[config.mk]
export PLATFORM = sky130hd
export DESIGN_NAME = multi_cam_compositor
export DESIGN_NICKNAME = d
export VERILOG_FILES = /design/src/rtl/dicerace_disp_pkg.sv /design/src/rtl/cam_window_addr_gen.sv /design/src/rtl/multi_cam_compositor.sv
export SDC_FILE = /design/constraint.sdc
export NUM_CORES = 1
export LEC_CHECK = 0
export BUFFER_PORTS_ARGS = -buffer_cell sky130_fd_sc_hd__buf_2
export CAP_MARGIN = 10
export CORE_MARGIN = 2
export CORE_UTILIZATION = 55
export CTS_CLUSTER_DIAMETER = 30
export DETAILED_ROUTE_END_ITERATION = 10
export PLACE_DENSITY = 0.77
export SLEW_MARGIN = 15
export SYNTH_ARGS = -nofsm -noshare
export SYNTH_HDL_FRONTEND = slang
export SYNTH_HIERARCHICAL = 1
export SYNTH_SLANG_ARGS = --single-unit
[constraint.sdc]
create_clock -name i_clk -period 14.6 [get_ports i_clk]
set_clock_uncertainty 0.2 [all_clocks]
set_input_delay 4.38 -clock i_clk [delete_from_list [all_inputs] [get_ports i_clk]]
set_output_delay 4.38 -clock i_clk [all_outputs]
set_load 0.02 [all_outputs]
[src/rtl/dicerace_disp_pkg.sv]
// Shared types and helpers for the display compositor: window layout record,
// source ids, the per-pixel sideband bundle and the RGB565 -> RGB444 conversion.
package dicerace_disp_pkg;

  typedef struct packed {
    logic       en;
    logic [9:0] x0;
    logic [9:0] y0;
  } win_cfg_t;

  typedef logic [11:0] rgb444_t;

  // Everything that travels alongside a pixel but does not come from the frame buffer.
  typedef struct packed {
    logic    de;
    logic    h_sync;
    logic    v_sync;
    logic    ui_en;
    rgb444_t ui_rgb;
  } side_t;

  localparam logic [2:0] CH_UI = 3'd6;
  localparam logic [2:0] CH_BG = 3'd7;

  function automatic rgb444_t rgb565_to_444(input logic [15:0] d);
    return {d[15:12], d[10:7], d[4:1]};
  endfunction

endpackage

[src/rtl/cam_window_addr_gen.sv]
// Window hit test and frame-buffer read address for one camera channel.
// Both outputs are registered; this register is stage 0 of the compositor pipeline.
module cam_window_addr_gen #(
  parameter int IMG_WIDTH   = 160,
  parameter int IMG_HEIGHT  = 120,
  parameter int SCALE_SHIFT = 1,
  parameter int H_ACTIVE    = 640,
  parameter int V_ACTIVE    = 480,
  parameter int ADDR_W      = 15
) (
  input  logic              i_clk,
  input  logic              i_reset,
  input  logic              i_en,
  input  logic [9:0]        i_x,
  input  logic [9:0]        i_y,
  input  logic [9:0]        i_x0,
  input  logic [9:0]        i_y0,
  output logic              o_hit,
  output logic [ADDR_W-1:0] o_addr
);

  localparam logic [10:0]       WIN_W     = 11'(IMG_WIDTH << SCALE_SHIFT);
  localparam logic [10:0]       WIN_H     = 11'(IMG_HEIGHT << SCALE_SHIFT);
  localparam logic [10:0]       H_LIM     = 11'(H_ACTIVE);
  localparam logic [10:0]       V_LIM     = 11'(V_ACTIVE);
  localparam logic [ADDR_W-1:0] ROW_PITCH = ADDR_W'(IMG_WIDTH);

  logic [10:0]       w_x, w_y, w_x0, w_y0, w_dx, w_dy;
  logic              w_in_x, w_in_y, w_hit;
  logic [ADDR_W-1:0] w_addr;

  // 11-bit compare so a window reaching past the visible area clips instead of wrapping.
  assign w_x    = {1'b0, i_x};
  assign w_y    = {1'b0, i_y};
  assign w_x0   = {1'b0, i_x0};
  assign w_y0   = {1'b0, i_y0};
  assign w_in_x = (w_x >= w_x0) && (w_x < w_x0 + WIN_W) && (w_x < H_LIM);
  assign w_in_y = (w_y >= w_y0) && (w_y < w_y0 + WIN_H) && (w_y < V_LIM);
  assign w_hit  = i_en && w_in_x && w_in_y;
  assign w_dx   = w_x - w_x0;
  assign w_dy   = w_y - w_y0;
  assign w_addr = ADDR_W'(w_dy >> SCALE_SHIFT) * ROW_PITCH + ADDR_W'(w_dx >> SCALE_SHIFT);

  always_ff @(posedge i_clk) begin
    if (i_reset) begin
      o_hit  <= 1'b0;
      o_addr <= '0;
    end else begin
      o_hit  <= w_hit;
      o_addr <= w_hit ? w_addr : '0;
    end
  end

endmodule

[src/rtl/multi_cam_compositor.sv]
// N-channel camera window compositor: double-buffered layout, per-channel address
// generation, latency-aligned sideband pipeline and UI/channel/background priority mux.
module multi_cam_compositor
  import dicerace_disp_pkg::*;
#(
  parameter int          NUM_CH      = 2,
  parameter int          IMG_WIDTH   = 160,
  parameter int          IMG_HEIGHT  = 120,
  parameter int          SCALE_SHIFT = 1,
  parameter int          H_ACTIVE    = 640,
  parameter int          V_ACTIVE    = 480,
  parameter int          RD_LATENCY  = 1,
  parameter logic [11:0] BG_RGB      = 12'h000,
  localparam int         ADDR_W      = $clog2(IMG_WIDTH * IMG_HEIGHT)
) (
  input  logic                     i_clk,
  input  logic                     i_reset,
  input  logic                     i_de,
  input  logic                     i_h_sync,
  input  logic                     i_v_sync,
  input  logic [9:0]               i_x_pixel,
  input  logic [9:0]               i_y_pixel,
  output logic [NUM_CH*ADDR_W-1:0] o_rd_addr,
  input  logic [NUM_CH*16-1:0]     i_rd_data,
  input  logic                     i_ui_en,
  input  logic [11:0]              i_ui_rgb,
  input  logic                     i_cfg_valid,
  input  logic [1:0]               i_cfg_ch,
  input  logic                     i_cfg_en,
  input  logic [9:0]               i_cfg_x0,
  input  logic [9:0]               i_cfg_y0,
  output logic                     o_cfg_applied,
  output logic [11:0]              o_rgb_out,
  output logic                     o_de_out,
  output logic                     o_h_sync_out,
  output logic                     o_v_sync_out,
  output logic [2:0]               o_ch_id_out
);

  function automatic win_cfg_t default_cfg(input int k);
    win_cfg_t c;
    c.en = 1'b1;
    c.x0 = 10'(k * (IMG_WIDTH << SCALE_SHIFT));
    c.y0 = 10'(V_ACTIVE - (IMG_HEIGHT << SCALE_SHIFT));
    return c;
  endfunction

  win_cfg_t          r_pend [NUM_CH];
  win_cfg_t          r_act  [NUM_CH];
  logic              r_vs_prev;
  logic              w_commit, w_diff;
  logic [NUM_CH-1:0] w_hit;
  logic [NUM_CH-1:0] r_hit_d  [RD_LATENCY];
  side_t             r_side_d [RD_LATENCY+1];
  side_t             w_side_in, w_side;
  logic [NUM_CH-1:0] w_ch_hit;
  rgb444_t           w_rgb;
  logic [2:0]        w_id;

  assign w_commit = i_v_sync && !r_vs_prev;

  always_comb begin
    w_diff = 1'b0;
    for (int k = 0; k < NUM_CH; k++)
      if (r_pend[k] != r_act[k]) w_diff = 1'b1;
  end

  // Active is copied before this cycle's write lands, so a write on the commit cycle waits a frame.
  always_ff @(posedge i_clk) begin
    if (i_reset) begin
      for (int k = 0; k < NUM_CH; k++) begin
        r_pend[k] <= default_cfg(k);
        r_act[k]  <= default_cfg(k);
      end
      r_vs_prev     <= 1'b0;
      o_cfg_applied <= 1'b0;
    end else begin
      r_vs_prev     <= i_v_sync;
      o_cfg_applied <= w_commit && w_diff;
      for (int k = 0; k < NUM_CH; k++) begin
        if (w_commit) r_act[k] <= r_pend[k];
        if (i_cfg_valid && (i_cfg_ch == 2'(k)))
          r_pend[k] <= '{en: i_cfg_en, x0: i_cfg_x0, y0: i_cfg_y0};
      end
    end
  end

  for (genvar k = 0; k < NUM_CH; k++) begin : g_ch
    cam_window_addr_gen #(
      .IMG_WIDTH  (IMG_WIDTH),
      .IMG_HEIGHT (IMG_HEIGHT),
      .SCALE_SHIFT(SCALE_SHIFT),
      .H_ACTIVE   (H_ACTIVE),
      .V_ACTIVE   (V_ACTIVE),
      .ADDR_W     (ADDR_W)
    ) u_addr_gen (
      .i_clk  (i_clk),
      .i_reset(i_reset),
      .i_en   (r_act[k].en),
      .i_x    (i_x_pixel),
      .i_y    (i_y_pixel),
      .i_x0   (r_act[k].x0),
      .i_y0   (r_act[k].y0),
      .o_hit  (w_hit[k]),
      .o_addr (o_rd_addr[k*ADDR_W +: ADDR_W])
    );
  end

  assign w_side_in = '{de: i_de, h_sync: i_h_sync, v_sync: i_v_sync,
                       ui_en: i_ui_en, ui_rgb: i_ui_rgb};

  // Hits are already one stage in, so they need RD_LATENCY more; sideband needs one extra.
  always_ff @(posedge i_clk) begin
    if (i_reset) begin
      for (int i = 0; i < RD_LATENCY; i++) r_hit_d[i] <= '0;
      for (int i = 0; i <= RD_LATENCY; i++) r_side_d[i] <= '0;
    end else begin
      r_hit_d[0]  <= w_hit;
      r_side_d[0] <= w_side_in;
      for (int i = 1; i < RD_LATENCY; i++) r_hit_d[i] <= r_hit_d[i-1];
      for (int i = 1; i <= RD_LATENCY; i++) r_side_d[i] <= r_side_d[i-1];
    end
  end

  assign w_ch_hit = r_hit_d[RD_LATENCY-1];
  assign w_side   = r_side_d[RD_LATENCY];

  // Descending scan so the lowest hitting channel is the last assignment and wins.
  always_comb begin
    w_rgb = BG_RGB;
    w_id  = CH_BG;
    if (!w_side.de) begin
      w_rgb = '0;
    end else if (w_side.ui_en) begin
      w_rgb = w_side.ui_rgb;
      w_id  = CH_UI;
    end else begin
      for (int k = NUM_CH - 1; k >= 0; k--) begin
        if (w_ch_hit[k]) begin
          w_rgb = rgb565_to_444(i_rd_data[k*16 +: 16]);
          w_id  = 3'(k);
        end
      end
    end
  end

  always_ff @(posedge i_clk) begin
    if (i_reset) begin
      o_rgb_out    <= '0;
      o_de_out     <= 1'b0;
      o_h_sync_out <= 1'b0;
      o_v_sync_out <= 1'b0;
      o_ch_id_out  <= CH_BG;
    end else begin
      o_rgb_out    <= w_rgb;
      o_de_out     <= w_side.de;
      o_h_sync_out <= w_side.h_sync;
      o_v_sync_out <= w_side.v_sync;
      o_ch_id_out  <= w_id;
    end
  end

endmodule

**Word-level counts from Yosys, hierarchy flattened**

Memories as Yosys holds them, arrays and structs flattened.
Cells that the tools add are included.

- Input bits: 94
- Output and inout bits: 49
- Register bits after elaboration: 52
- Bits in latches: 0
- Bits in read-only memories: 0
- Memories: 4
- Logic and storage cells: 101
- RAM bits: 118

Memories:

| name | words | bits a word | rd ports | clocked after Yosys merged registers in | wr ports | line | RTL |
|---|---|---|---|---|---|---|---|
| r_act | 2 | 21 | 2 | 0 | 2 | multi_cam_compositor.sv:49 | `win_cfg_t r_act [NUM_CH];` |
| r_pend | 2 | 21 | 2 | 0 | 2 | multi_cam_compositor.sv:48 | `win_cfg_t r_pend [NUM_CH];` |
| r_side_d | 2 | 16 | 2 | 0 | 2 | multi_cam_compositor.sv:54 | `side_t r_side_d [RD_LATENCY+1];` |
| r_hit_d | 1 | 2 | 1 | 0 | 1 | multi_cam_compositor.sv:53 | `logic [NUM_CH-1:0] r_hit_d [RD_LATENCY];` |

- $lt $le $gt $ge: 10
- Shifts and indexed selects: 0
- Reduce and logical (&&, ||, !) cells: 23
- Bitwise gates (word level): 9
- Add/subtract/negate cells: 10
- Mux-type cells: 28
- Multipliers: 2
- Equal/unequal tests: 3
- Div/mod/pow operators: 0

Operators by type and width:

| operator | number |
|---|---|
| $mux 21 | 4 |
| $lt 10x11->1 | 4 |
| $sub 10x10->11 | 4 |
| $ne 21x21->1 | 2 |
| $ge 10x10->1 | 4 |
| $mux 12 | 3 |
| $mux 16 | 2 |
| $add 15x10->15 | 2 |
| $add 10x8->11 const B | 2 |
| $add 10x9->11 const B | 2 |
| $mul 10x3->10 const B | 2 |
| $logic_and 1x1->1 | 16 |
| $mux 1 | 16 |
| $lt 10x10->1 const B | 1 |
| $lt 10x9->1 const B | 1 |
| $reduce_or 2->1 | 4 |
| $mux 3 | 2 |
| $or 1x1->1 | 6 |
| $not 1->1 | 3 |
| $reduce_or 3->1 | 1 |
| $eq 2x1->1 const B | 1 |
| $logic_not 2->1 | 1 |
| $mux 2 | 1 |
| $logic_not 1->1 | 1 |

**Depth between registers and ports, before layout**

Gate-level depths: netlist of run 1.
An unclocked memory read counts as a cell.

- Depth in word-level cells: 9
- Gate-level depth with buffers: 20

**Cells and area by module**

Netlist of run 1, hierarchy kept.

By module, submodules not included:

| module | area each (µm²) | cells an instance | times used |
|---|---|---|---|
| multi_cam_compositor | 5074.9 | 364 | 1 |
| cam_window_addr_gen (g_ch[0].u_addr_gen) | 2406.1 | 300 | 1 |
| cam_window_addr_gen (g_ch[1].u_addr_gen) | 2383.5 | 295 | 1 |

**Worst setup path after synthesis of run 1**

OpenSTA, ideal clock, no wires.

- Path kind: input port to flip-flop
- Start: input port i_y_pixel[0]
- End: register g_ch[1].u_addr_gen.o_addr[14]
- Slack: 6152 ps
- Arrival time: 8187 ps
- Stages on the path: 17
- Library setup time: 61 ps
- Cells stage by stage: inv_1 > ha_1 > fa_1 > nor2b_1 > o21ai_0 > nor2b_1 > xnor2_1 > ha_1 > ha_1 > fa_1 > ha_1 > a21oi_1 > nor3b_1 > nand4_1 > a211o_1 > a2111oi_4 > nand2b_1

- Longest elaborated chain between the ends: 6
- Elaborated cells on any way between the ends: 11
- Classes of those cells: add/sub: 2; mul: 1; order compare: 3; bitwise: 1; reduce/logical: 4

RTL lines:

| what | line | RTL |
|---|---|---|
| from (decl) | multi_cam_compositor.sv:22 | `input logic [9:0] i_y_pixel,` |
| branches (longest 6 deep; another with $add 15x10->15) | -- |  |
| to (signal assigned) | cam_window_addr_gen.sv:50 | `o_addr <= w_hit ? w_addr : '0;` |
| to (decl) | cam_window_addr_gen.sv:19 | `output logic [ADDR_W-1:0] o_addr` |

Several ways; the timed one is not identified.
A chain may end at the register's enable or synchronous reset.

**Worst setup path after layout of run 1**

Ends and elaborated chain as after synthesis.

==> metrics.txt, run 1 <==
result of the run=finished clean; detailed-routed wire length on met3=~1.1 mm; FP Rows=48; DR pass1 iterations=5; most numerous cell types in the synthesized netlist=ha_1, dfxtp_1, edfxtp_1; CTS buffer count=17; top cell type by total area after synthesis=edfxtp_1; class of the tightest hold or removal check=reg -> reg; worst hold-check slack=about 0.24 ns; setup violation total in the final timing report=0; Final GP Congestion=~0.9; critical path fanouts, max=3; Ys Warns=6; Max Root-Sink Buffers=2; metal1 wirelength=between 9 and 10 mm; RSZ-0062 raised after global routing=false; final worst-path cycle share=0.591; maximum number of pins on one net before global-route repair=64; Synth top area share=0.256; core area=~17000 um^2; uppermost metal layer occupied by signal nets=met4; Starting DRT DRC Count=about 510; DRC viols=0; share of layout cells above drive strength 1=0.173; CTS Root Cell=clkbuf_16; hold bufs inserted after CTS=0; slack of the worst reg-to-reg path=around 9.6 ns; GRT Util Overall=0.233; Final Core Density=0.653; Gate Count Post-Synth=roughly 960; Critical Path End Type=register; number of global-route vias before repair=~7000; sum of overflow across all layers after global routing=0; first-pass GRT wire length=33.8 mm; count of input and output buffers=approximately 130; synthesis-stage register bit count=around 170; number of max-cap violations=0; most common cell in the synthesized netlist=ha_1; required time at the endpoint of the critical path=between 10 and 15 ns; fillers=1403; number of synthesized flops with an enable pin=between 80 and 90; TritonCTS clock tree=done; area taken by flip-flops and latches=between 4000 and 5000 um^2; final net count=1283; buffer count from post-CTS setup fixing=0; clock insertion delay at the later pin of the skew report=0.43 ns; count of cells along the worst register-to-register path=16; leak pwr=approximately 5 nW; detailed-route via count=between 7000 and 8000; die boundary height=138 um; Multi-input gate area=about 5300 um^2; share of flip-flops with an asynchronous set or reset=0; post_cts resized=0; maximum clock frequency=roughly 0.12 GHz; via density per instance=roughly 5.5; number of ports placed on the die boundary=roughly 140; syn nets=about 1200; post-DP HPWL=around 16 mm; Initial Util=0.566; setup slack after placement=around 5.5 ns; crit start category=primary input; Primary FF master, synth=edfxtp_1; Worst Tran Pin Value=about 1.0 ns; area of the die=roughly 19000 um^2; x dimension of the die=between 100 and 150 um; sequential-to-total area share from yosys stat=0.426; Avg WL per Cell=~16 um; final hold vios=0; final total negative setup slack=0 ns; number of antenna violations at the first check in global routing=0; arrival time at the worst endpoint=between 8 and 9 ns; Avg Synthesized Cell Area=between 10 and 15 um^2; deepest level of the CTS H-tree=4; wirelength, routed=between 20 and 25 mm; VDD IR max=between 0.00008 and 0.00009 V; areal power density over the cells=133 nW/um^2; final critical path time including I/O delays and setup=8.63 ns; worst r2r dst=g_ch[1].u_addr_gen/o_addr[14]; final max-slew violation count=0; crit path launch=i_y_pixel[0]; total standard cell area after synthesis=between 9000 and 10000 um^2; least setup slack across all paths after layout=about 6 ns; post-synthesis to final-layout area growth=15.3%; end point of the critical path=g_ch[1].u_addr_gen/o_addr[14]; count of nets left with antenna violations after detail routing=0; met2 wire len=10.2 mm; total number of clock tree sinks=approximately 170; worst relative slew slack=0.304; source of the worst register-to-register timing path=r_act[0][22]; post-synth cell types=69; clock-pin slew of the registers on the worst-case setup and hold paths=0.08 ns; Worst Setup Path Type=in -> reg; Area contributors post-synth=edfxtp_1, dfxtp_1, ha_1, xor2_1, nor2b_1
metrics by stage:
step,power (mW),cell area (um^2),instances
final,1.52,11400,1330
after detailed placement,1.04,10700,1295
after CTS,1.52,11400,1327
after floorplan,0.942,9860,959
after global routing,1.60,11400,1327
after global placement,1.03,10700,1295
where the power goes:
group          total [mW]  internal (mW)  switching [mW]
registers           0.540          0.521          0.0189
clock network       0.478          0.241           0.237
logic               0.497          0.228           0.268
worst min-delay path by stage:
stage / start / endpoint / slack, ns / cells past startpoint
final: r_side_d[0][2] / r_side_d[0][18] / 0.24 / 1
after global routing: r_side_d[0][12] / r_side_d[0][28] / 0.26 / 1
after CTS: r_side_d[0][2] / r_side_d[0][18] / 0.24 / 1
after detailed placement: r_side_d[0][2] / r_side_d[0][18] / 0.22 / 1
after global placement: r_side_d[0][2] / r_side_d[0][18] / 0.22 / 1
after floorplan: r_side_d[0][30] / o_h_sync_out / 0.21 / 1
worst max-delay path: stages:
cell	delay, ns
buf_2	0.09
inv_1	0.04
ha_1	0.22
fa_1	0.40
nor2b_1	0.11
o21ai_0	0.10
nor2b_1	0.17
xnor2_1	0.32
ha_1	0.30
ha_1	0.24
fa_1	0.44
ha_1	0.34
a21oi_1	0.10
nor3b_1	0.44
nand4_1	0.21
a211o_1	0.39
a2111oi_4	0.34
nand2b_1	0.16
cell usage in the layout, fill, tap and decap left out, types with 11 or more instances in the layout:
master       n
buf_2      134
ha_1        92
dfxtp_1     84
edfxtp_1    84
nor2b_1     69
inv_1       68
xor2_1      58
nor2_1      55
and2_1      50
a21oi_1     50
xnor2_1     42
nor3_1      30
o21ai_0     30
or3_1       21
a21o_1      21
clkbuf_16   17
nand3_1     15
nand2b_1    13
o21a_1      12
a211oi_1    12
a221oi_1    11
nand2_1     11
routing by layer:
layer	up-vias	track usage
met5	-	0
met4	0	0.0896
li1	3668	-
met2	205	0.374
met1	3380	0.311
met3	31	0.0468
cells by family after synthesis:
group / Yosys count / synth area share
adders and majority gates: 100 / 0.133
xor gates and xnor gates: 102 / 0.0934
AOI/OAI and AO/OA: 188 / 0.132
and+or+nand+nor: 307 / 0.176
DFF: 168 / 0.426
buffers and inverters: 93 / 0.0382
muxes: 1 / 0.00114
cell type report:
class / instances / area share
clock buffer: 17 / 0.0374
antenna: 3 / 0.000660
inverter: 68 / 0.0224
clock inverter: 15 / 0.0184
tap: 225 / 0.0248
multi-input combinational: 698 / 0.466
sequential: 168 / 0.370
timing repair buffer: 136 / 0.0603
sequential cells by signal (all words and copies together) (netlist names):
signal / count
o_h_sync_out: 1
r_side_d: 32
o_ch_id_out: 2
g_ch.u_addr_gen/o_addr: 30
g_ch.u_addr_gen/o_hit: 2
o_v_sync_out: 1
r_pend: 42
r_act: 42
r_hit_d: 2
o_de_out: 1
o_rgb_out: 12
o_cfg_applied: 1
Note: power is estimated with default switching activity, not from simulation.
==> run 2: changes to the inputs <==
- ABC_AREA: not set -> 1
- CORE_UTILIZATION: 55 -> 53
- clock period: 14.6 -> 7.9 ns (I/O delays scaled with it)
==> run 2 against run 1 <==
Effect of this change: wire length rose by 6.1%; global-route usage fell by 1.2 points; total power rose by 87%; critical endpoint is now g_ch[0].u_addr_gen/o_addr[14]; largest cell class unchanged; highest routed layer unchanged.
==> metrics.txt, run 2 <==
uppermost metal layer occupied by signal nets=met4; detailed-route via count=between 8000 and 9000; multiplexer area fraction after synthesis=0; post_cts resized=0; TritonCTS clock tree=done; maximum number of pins on one net before global-route repair=43; adder and majority gate portion of the synthesized area=0.122; complex-gate fraction of the synthesized area=0.0631; via density per instance=about 4.8; CP top delay family=adder cells; leak pwr=around 6.4 nW; final critical path time including I/O delays and setup=approximately 6.1 ns; detailed-routed wire length on met3=between 800 and 900 um; cell repeated most along the worst path=nand2_1; post-DP HPWL=17.8 mm; hold bufs inserted after CTS=0; Final Cell Area=roughly 12000 um^2; Area contributors post-synth=edfxtp_1, dfxtp_1, nand2_1, ha_1, inv_1; worst relative slew slack=0.352; least setup slack across all paths after layout=roughly 1.8 ns; FP Rows=between 50 and 60; worst r2r dst=g_ch[0].u_addr_gen/o_addr[14]; Initial Util=0.536; GRT Util Overall=0.221; crit start category=primary input; count of nets left with antenna violations after detail routing=0; worst min-delay path startpoint=r_side_d[0][15]; post-route insts no fill=between 1500 and 2000; final max-slew violation count=0; required time at the endpoint of the critical path=8.01 ns; most common cell in the synthesized netlist=nand2_1; source of the worst register-to-register timing path=r_act[0][0]; area of the die=approximately 21000 um^2; CTS Root Cell=clkbuf_16; hold-critical path depth=2; number of synthesized flops with an enable pin=84; critical path fanouts, max=5; final net count=about 1700; number of max-cap violations=0; most numerous cell types in the synthesized netlist=nand2_1, inv_1, nor2_1; post-synth cell types=44; final worst-path cycle share=0.775; Worst Setup Path Type=in -> reg; setup slack after placement=1.39 ns; total power of the final layout=2.83 mW; x dimension of the die=~150 um; combinational family with the most area after synthesis=simple AND/OR/NAND/NOR gates; areal power density over the cells=roughly 230 nW/um^2; slack of the worst reg-to-reg path=3.37 ns; count of cells along the worst register-to-register path=21; top cell type by total area after synthesis=edfxtp_1; Final GP Congestion=roughly 0.9; Max Root-Sink Buffers=2; top library cells by usage in the layout, fill and taps aside=nand2_1, inv_1, nor2_1; deepest level of the CTS H-tree=4; post-detailed-placement cell area=roughly 12000 um^2; slowest cell on the critical path=fa_1; Starting DRT DRC Count=about 560; class of the tightest hold or removal check=reg -> reg; Worst Tran Pin Value=about 0.97 ns; count of input and output buffers=134; clock insertion delay at the later pin of the skew report=0.44 ns; Avg WL per Cell=roughly 13 um; crit-path cells=buf_2 -> inv_1 -> ha_1 -> fa_1 -> nand3b_1 -> nand2_1 -> xor2_1 -> inv_1 -> ha_1 -> ha_1 -> fa_1 -> ha_1 -> nand2_1 -> nor3_1 -> nor2_1 -> nor2_1 -> nand3_1 -> inv_1 -> nand2_1 -> nand2_1 -> nand2_1 -> nand2_1 -> nor2_1; die boundary height=~150 um; Synth top area share=0.234; post-synthesis to final-layout area growth=13.7%; placed cell count=1765; CTS buffer count=17; Gate Count Post-Synth=around 1400; sequential-to-total area share from yosys stat=0.390; fillers=1771; Simple-Gate Fraction of Synth Area=0.256; synthesis-stage register bit count=around 170; DR pass1 iterations=6; number of ports placed on the die boundary=about 140; Worst path max stage delay=0.45 ns; first-pass GRT wire length=roughly 38 mm; Primary FF master, synth=edfxtp_1; number of global-route vias before repair=between 8000 and 9000; worst min-delay path endpoint=r_side_d[0][31]; worst hold-check slack=0.202 ns; RSZ-0062 raised after global routing=false; Ys Warns=6; share of layout cells above drive strength 1=0.150; sum of overflow across all layers after global routing=0; syn nets=roughly 1600; arrival time at the worst endpoint=roughly 6.2 ns; buffer count from post-CTS setup fixing=0; core area=~20000 um^2; Buffers & Inverters on Critical Path=4; VDD IR max=approximately 0.00016 V; setup violation total in the final timing report=0; number of antenna violations at the first check in global routing=0; total number of clock tree sinks=between 150 and 200; final hold vios=0; maximum clock frequency=around 0.16 GHz; metal1 wirelength=10.8 mm; share of flip-flops with an asynchronous set or reset=0; clock-pin slew of the registers on the worst-case setup and hold paths=approximately 0.07 ns; final total negative setup slack=0 ns; Avg Synthesized Cell Area=7.82 um^2; wirelength, routed=between 20 and 25 mm; Final Core Density=0.609; result of the run=finished clean; Critical Path End Type=register; total standard cell area after synthesis=10800 um^2; met2 wire len=~11 mm; DRC viols=0; area share of xor/xnor cells in the synthesized design=0.0569; most common cell after layout, fill and taps aside=nand2_1; registers with the most flip-flops=r_act (42), r_pend (42), r_side_d (32)
==> run 2: changes by cell type after synthesis, moves of 48 or more <==
cell     change
nor2_1     +110
inv_1      +201
and2_1      -48
nor2b_1     -69
nand2_1    +318
==> run 2: report_power, final <==
part           switching (mW)  total [mW]  internal [mW]  leakage [nW]
combinational           0.631        1.01          0.380          4.58
sequential             0.0321       0.994          0.962          1.53
clock                   0.387       0.829          0.442         0.298
==> run 2: per-layer routing <==
layer,track usage,vias up
met5,0,-
met4,0.0583,0
met3,0.0325,29
met2,0.374,199
met1,0.298,3881
li1,-,4563
==> run 2: final cells by class <==
class / count / area [um^2] / area share
Antenna cell: 1 / 2.50 / 0.000204
Clock buffer: 18 / 450 / 0.0368
Clock inverter: 14 / 154 / 0.0126
Inverter: 279 / 1050 / 0.0857
Multi-Input combinational cell: 913 / 5370 / 0.439
Sequential cell: 168 / 4200 / 0.343
Tap cell: 270 / 338 / 0.0276
Timing Repair Buffer: 135 / 678 / 0.0554
==> run 2: how the worst max path moves through the flow <==
| stage | to | depth (start not counted) | startpoint |
|---|---|---|---|
| after floorplan | g_ch[1].u_addr_gen/o_addr[14] | 22 | i_y_pixel[0] |
| final | g_ch[0].u_addr_gen/o_addr[14] | 23 | i_y_pixel[0] |
| after global routing | g_ch[0].u_addr_gen/o_addr[14] | 23 | i_y_pixel[0] |
| after CTS | g_ch[0].u_addr_gen/o_addr[14] | 23 | i_y_pixel[0] |
| after detailed placement | g_ch[1].u_addr_gen/o_addr[14] | 23 | i_y_pixel[0] |
| after global placement | g_ch[0].u_addr_gen/o_addr[14] | 23 | i_y_pixel[0] |
==> run 2: cell families after synthesis <==
family / Yosys count
adders and majority gates: 100
xor gates and xnor gates: 70
AOI/OAI and AO/OA: 125
buffers and inverters: 297
and+or+nand+nor: 618
DFF: 168
==> run 2: worst register-to-register path, delay by kind of cell, from the launching register on <==
kind	cells	cell delay [ns]
xor gates and xnor gates	1	0.33
adders and majority gates	6	2.03
buffers and inverters	2	0.17
DFF	1	0.46
and+or+nand+nor	12	1.22
==> run 3: changes to the inputs <==
- CORE_UTILIZATION: 53 -> 55
- clock period: 7.9 -> 5.7 ns (I/O delays scaled with it)
==> run 3 against run 2 <==
Effect of this change: flip-flop and latch count is the same; count of clock-buffer cells in the layout grew 1; total power grew 40%; clock power grew 40%; sequential power grew 39%; final cell count grew 0.11%; wire length grew 1.0%; sequential share of layout area shrank 0.098 points; via count grew 1.6%; design area grew 0.29%; register-to-register slack lost 2.1 ns; largest cell class unchanged.
==> metrics.txt, run 3 (synthesis results as in run 2) <==
CTS Root Cell=clkbuf_16; crit start category=primary input; least setup slack across all paths after layout=~0.39 ns; number of global-route vias before repair=7967; clock insertion delay at the later pin of the skew report=between 0.4 and 0.5 ns; RSZ-0062 raised after global routing=false; maximum number of pins on one net before global-route repair=43; class of the tightest hold or removal check=reg -> reg; hold-critical path depth=2; number of antenna violations at the first check in global routing=0; required time at the endpoint of the critical path=5.80 ns; Starting DRT DRC Count=about 570; final worst-path cycle share=0.932; CTS buffer count=17; final max-slew violation count=0; Worst path max stage delay=about 0.44 ns; Initial Util=0.557; FP Rows=51; arrival time at the worst endpoint=roughly 5.4 ns; final net count=1714; top library cells by usage in the layout, fill and taps aside=nand2_1, inv_1, nor2_1; via density per instance=4.90; critical path fanouts, max=5; wirelength, routed=around 23 mm; registers with the most flip-flops=r_act (42), r_pend (42), r_side_d (32); slack of the worst reg-to-reg path=approximately 1.3 ns; worst min-delay path endpoint=r_side_d[0][30]; most common cell after layout, fill and taps aside=nand2_1; final hold vios=0; number of max-cap violations=0; slowest cell on the critical path=fa_1; clock-pin slew of the registers on the worst-case setup and hold paths=0.07 ns; worst relative slew slack=0.241; post_cts resized=0; Critical Path End Type=register; number of ports placed on the die boundary=143; VDD IR max=around 0.00023 V; Final GP Congestion=roughly 0.95; sum of overflow across all layers after global routing=0; total power of the final layout=3.96 mW; DRC viols=0; result of the run=finished clean; source of the worst register-to-register timing path=r_act[0][0]; maximum clock frequency=between 0.15 and 0.2 GHz; leak pwr=6.43 nW; buffer count from post-CTS setup fixing=0; detailed-route via count=between 8000 and 9000; Final Core Density=0.635; first-pass GRT wire length=roughly 38 mm; hold bufs inserted after CTS=0; count of cells along the worst register-to-register path=21; areal power density over the cells=roughly 320 nW/um^2; die boundary height=between 100 and 150 um; share of layout cells above drive strength 1=0.153; post-DP HPWL=roughly 18 mm; post-route insts no fill=1800; worst min-delay path startpoint=r_side_d[0][14]; post-synthesis to final-layout area growth=14.1%; deepest level of the CTS H-tree=4; placed cell count=between 1500 and 2000; fillers=1620; Worst Setup Path Type=in -> reg; total number of clock tree sinks=approximately 170; GRT Util Overall=0.231; Max Root-Sink Buffers=2; DR pass1 iterations=5; Buffers & Inverters on Critical Path=4; cell repeated most along the worst path=nand2_1; CP top delay family=adder cells; x dimension of the die=144 um; setup violation total in the final timing report=0; setup slack after placement=approximately 0.0047 ns; crit-path cells=buf_2 -> inv_1 -> ha_1 -> fa_1 -> nand3b_1 -> nand2_1 -> xor2_1 -> inv_1 -> ha_1 -> ha_1 -> fa_1 -> ha_1 -> nand2_1 -> nor3_1 -> nor2_1 -> nor2_1 -> nand3_1 -> inv_1 -> nand2_1 -> nand2_1 -> nand2_1 -> nand2_1 -> nor2_1; TritonCTS clock tree=done; area of the die=20700 um^2; worst r2r dst=g_ch[0].u_addr_gen/o_addr[14]; Avg WL per Cell=12.8 um; core area=between 15000 and 20000 um^2; count of nets left with antenna violations after detail routing=0; final total negative setup slack=0 ns; final critical path time including I/O delays and setup=approximately 5.3 ns; Worst Tran Pin Value=approximately 1.1 ns; count of input and output buffers=134
-- run 3: routing by layer --
metal	vias to the layer above	wire [um]	track usage
met5	-	0	0
met2	218	10800	0.375
met3	21	1080	0.0457
met4	0	294	0.0619
li1	4575	-	-
met1	3999	10900	0.315
-- run 3: worst max-delay path by stage --
stage            startpoint                            end  slack [ns]  cells after the start
2_1_floorplan  i_y_pixel[0]  g_ch[1].u_addr_gen/o_addr[14]        0.38                     22
3_3_place_gp   i_y_pixel[0]  g_ch[0].u_addr_gen/o_addr[14]        0.09                     23
3_5_place_dp   i_y_pixel[0]  g_ch[0].u_addr_gen/o_addr[14]       0.005                     23
4_1_cts        i_y_pixel[0]  g_ch[0].u_addr_gen/o_addr[14]        0.43                     23
5_1_grt        i_y_pixel[0]  g_ch[1].u_addr_gen/o_addr[14]        0.17                     23
6_report       i_y_pixel[0]  g_ch[0].u_addr_gen/o_addr[14]        0.39                     23
-- run 3: area by class of cell --
| cell class | count | area [um^2] | share of cell area |
|---|---|---|---|
| Multi-Input combinational cell | 913 | 5370 | 0.437 |
| Sequential cell | 168 | 4200 | 0.342 |
| Inverter | 279 | 1050 | 0.0855 |
| Timing Repair Buffer | 141 | 723 | 0.0589 |
| Clock buffer | 19 | 464 | 0.0378 |
| Tap cell | 265 | 332 | 0.0270 |
| Clock inverter | 13 | 141 | 0.0115 |
| Antenna cell | 2 | 5.00 | 0.000407 |
-- run 3: tightest hold or removal path, stage by stage (launching register included) --
cell	delay (ns)
dfxtp_1	0.30
inv_1	0.04
nor2_1	0.03
-- run 3: power breakdown --
| part | switching [mW] | internal, mW |
|---|---|---|
| Sequential | 0.0452 | 1.33 |
| Combinational | 0.871 | 0.546 |
| Clock | 0.538 | 0.624 |
| Total | 1.46 | 2.50 |
-- run 3: per-stage QoR --
step / hold slack, ns / cell area (um^2)
final: 0.204 / 12300
after CTS: 0.204 / 12300
after global routing: 0.224 / 12300
after detailed placement: 0.194 / 11700
after global placement: 0.189 / 11700
after floorplan: 0.188 / 10800
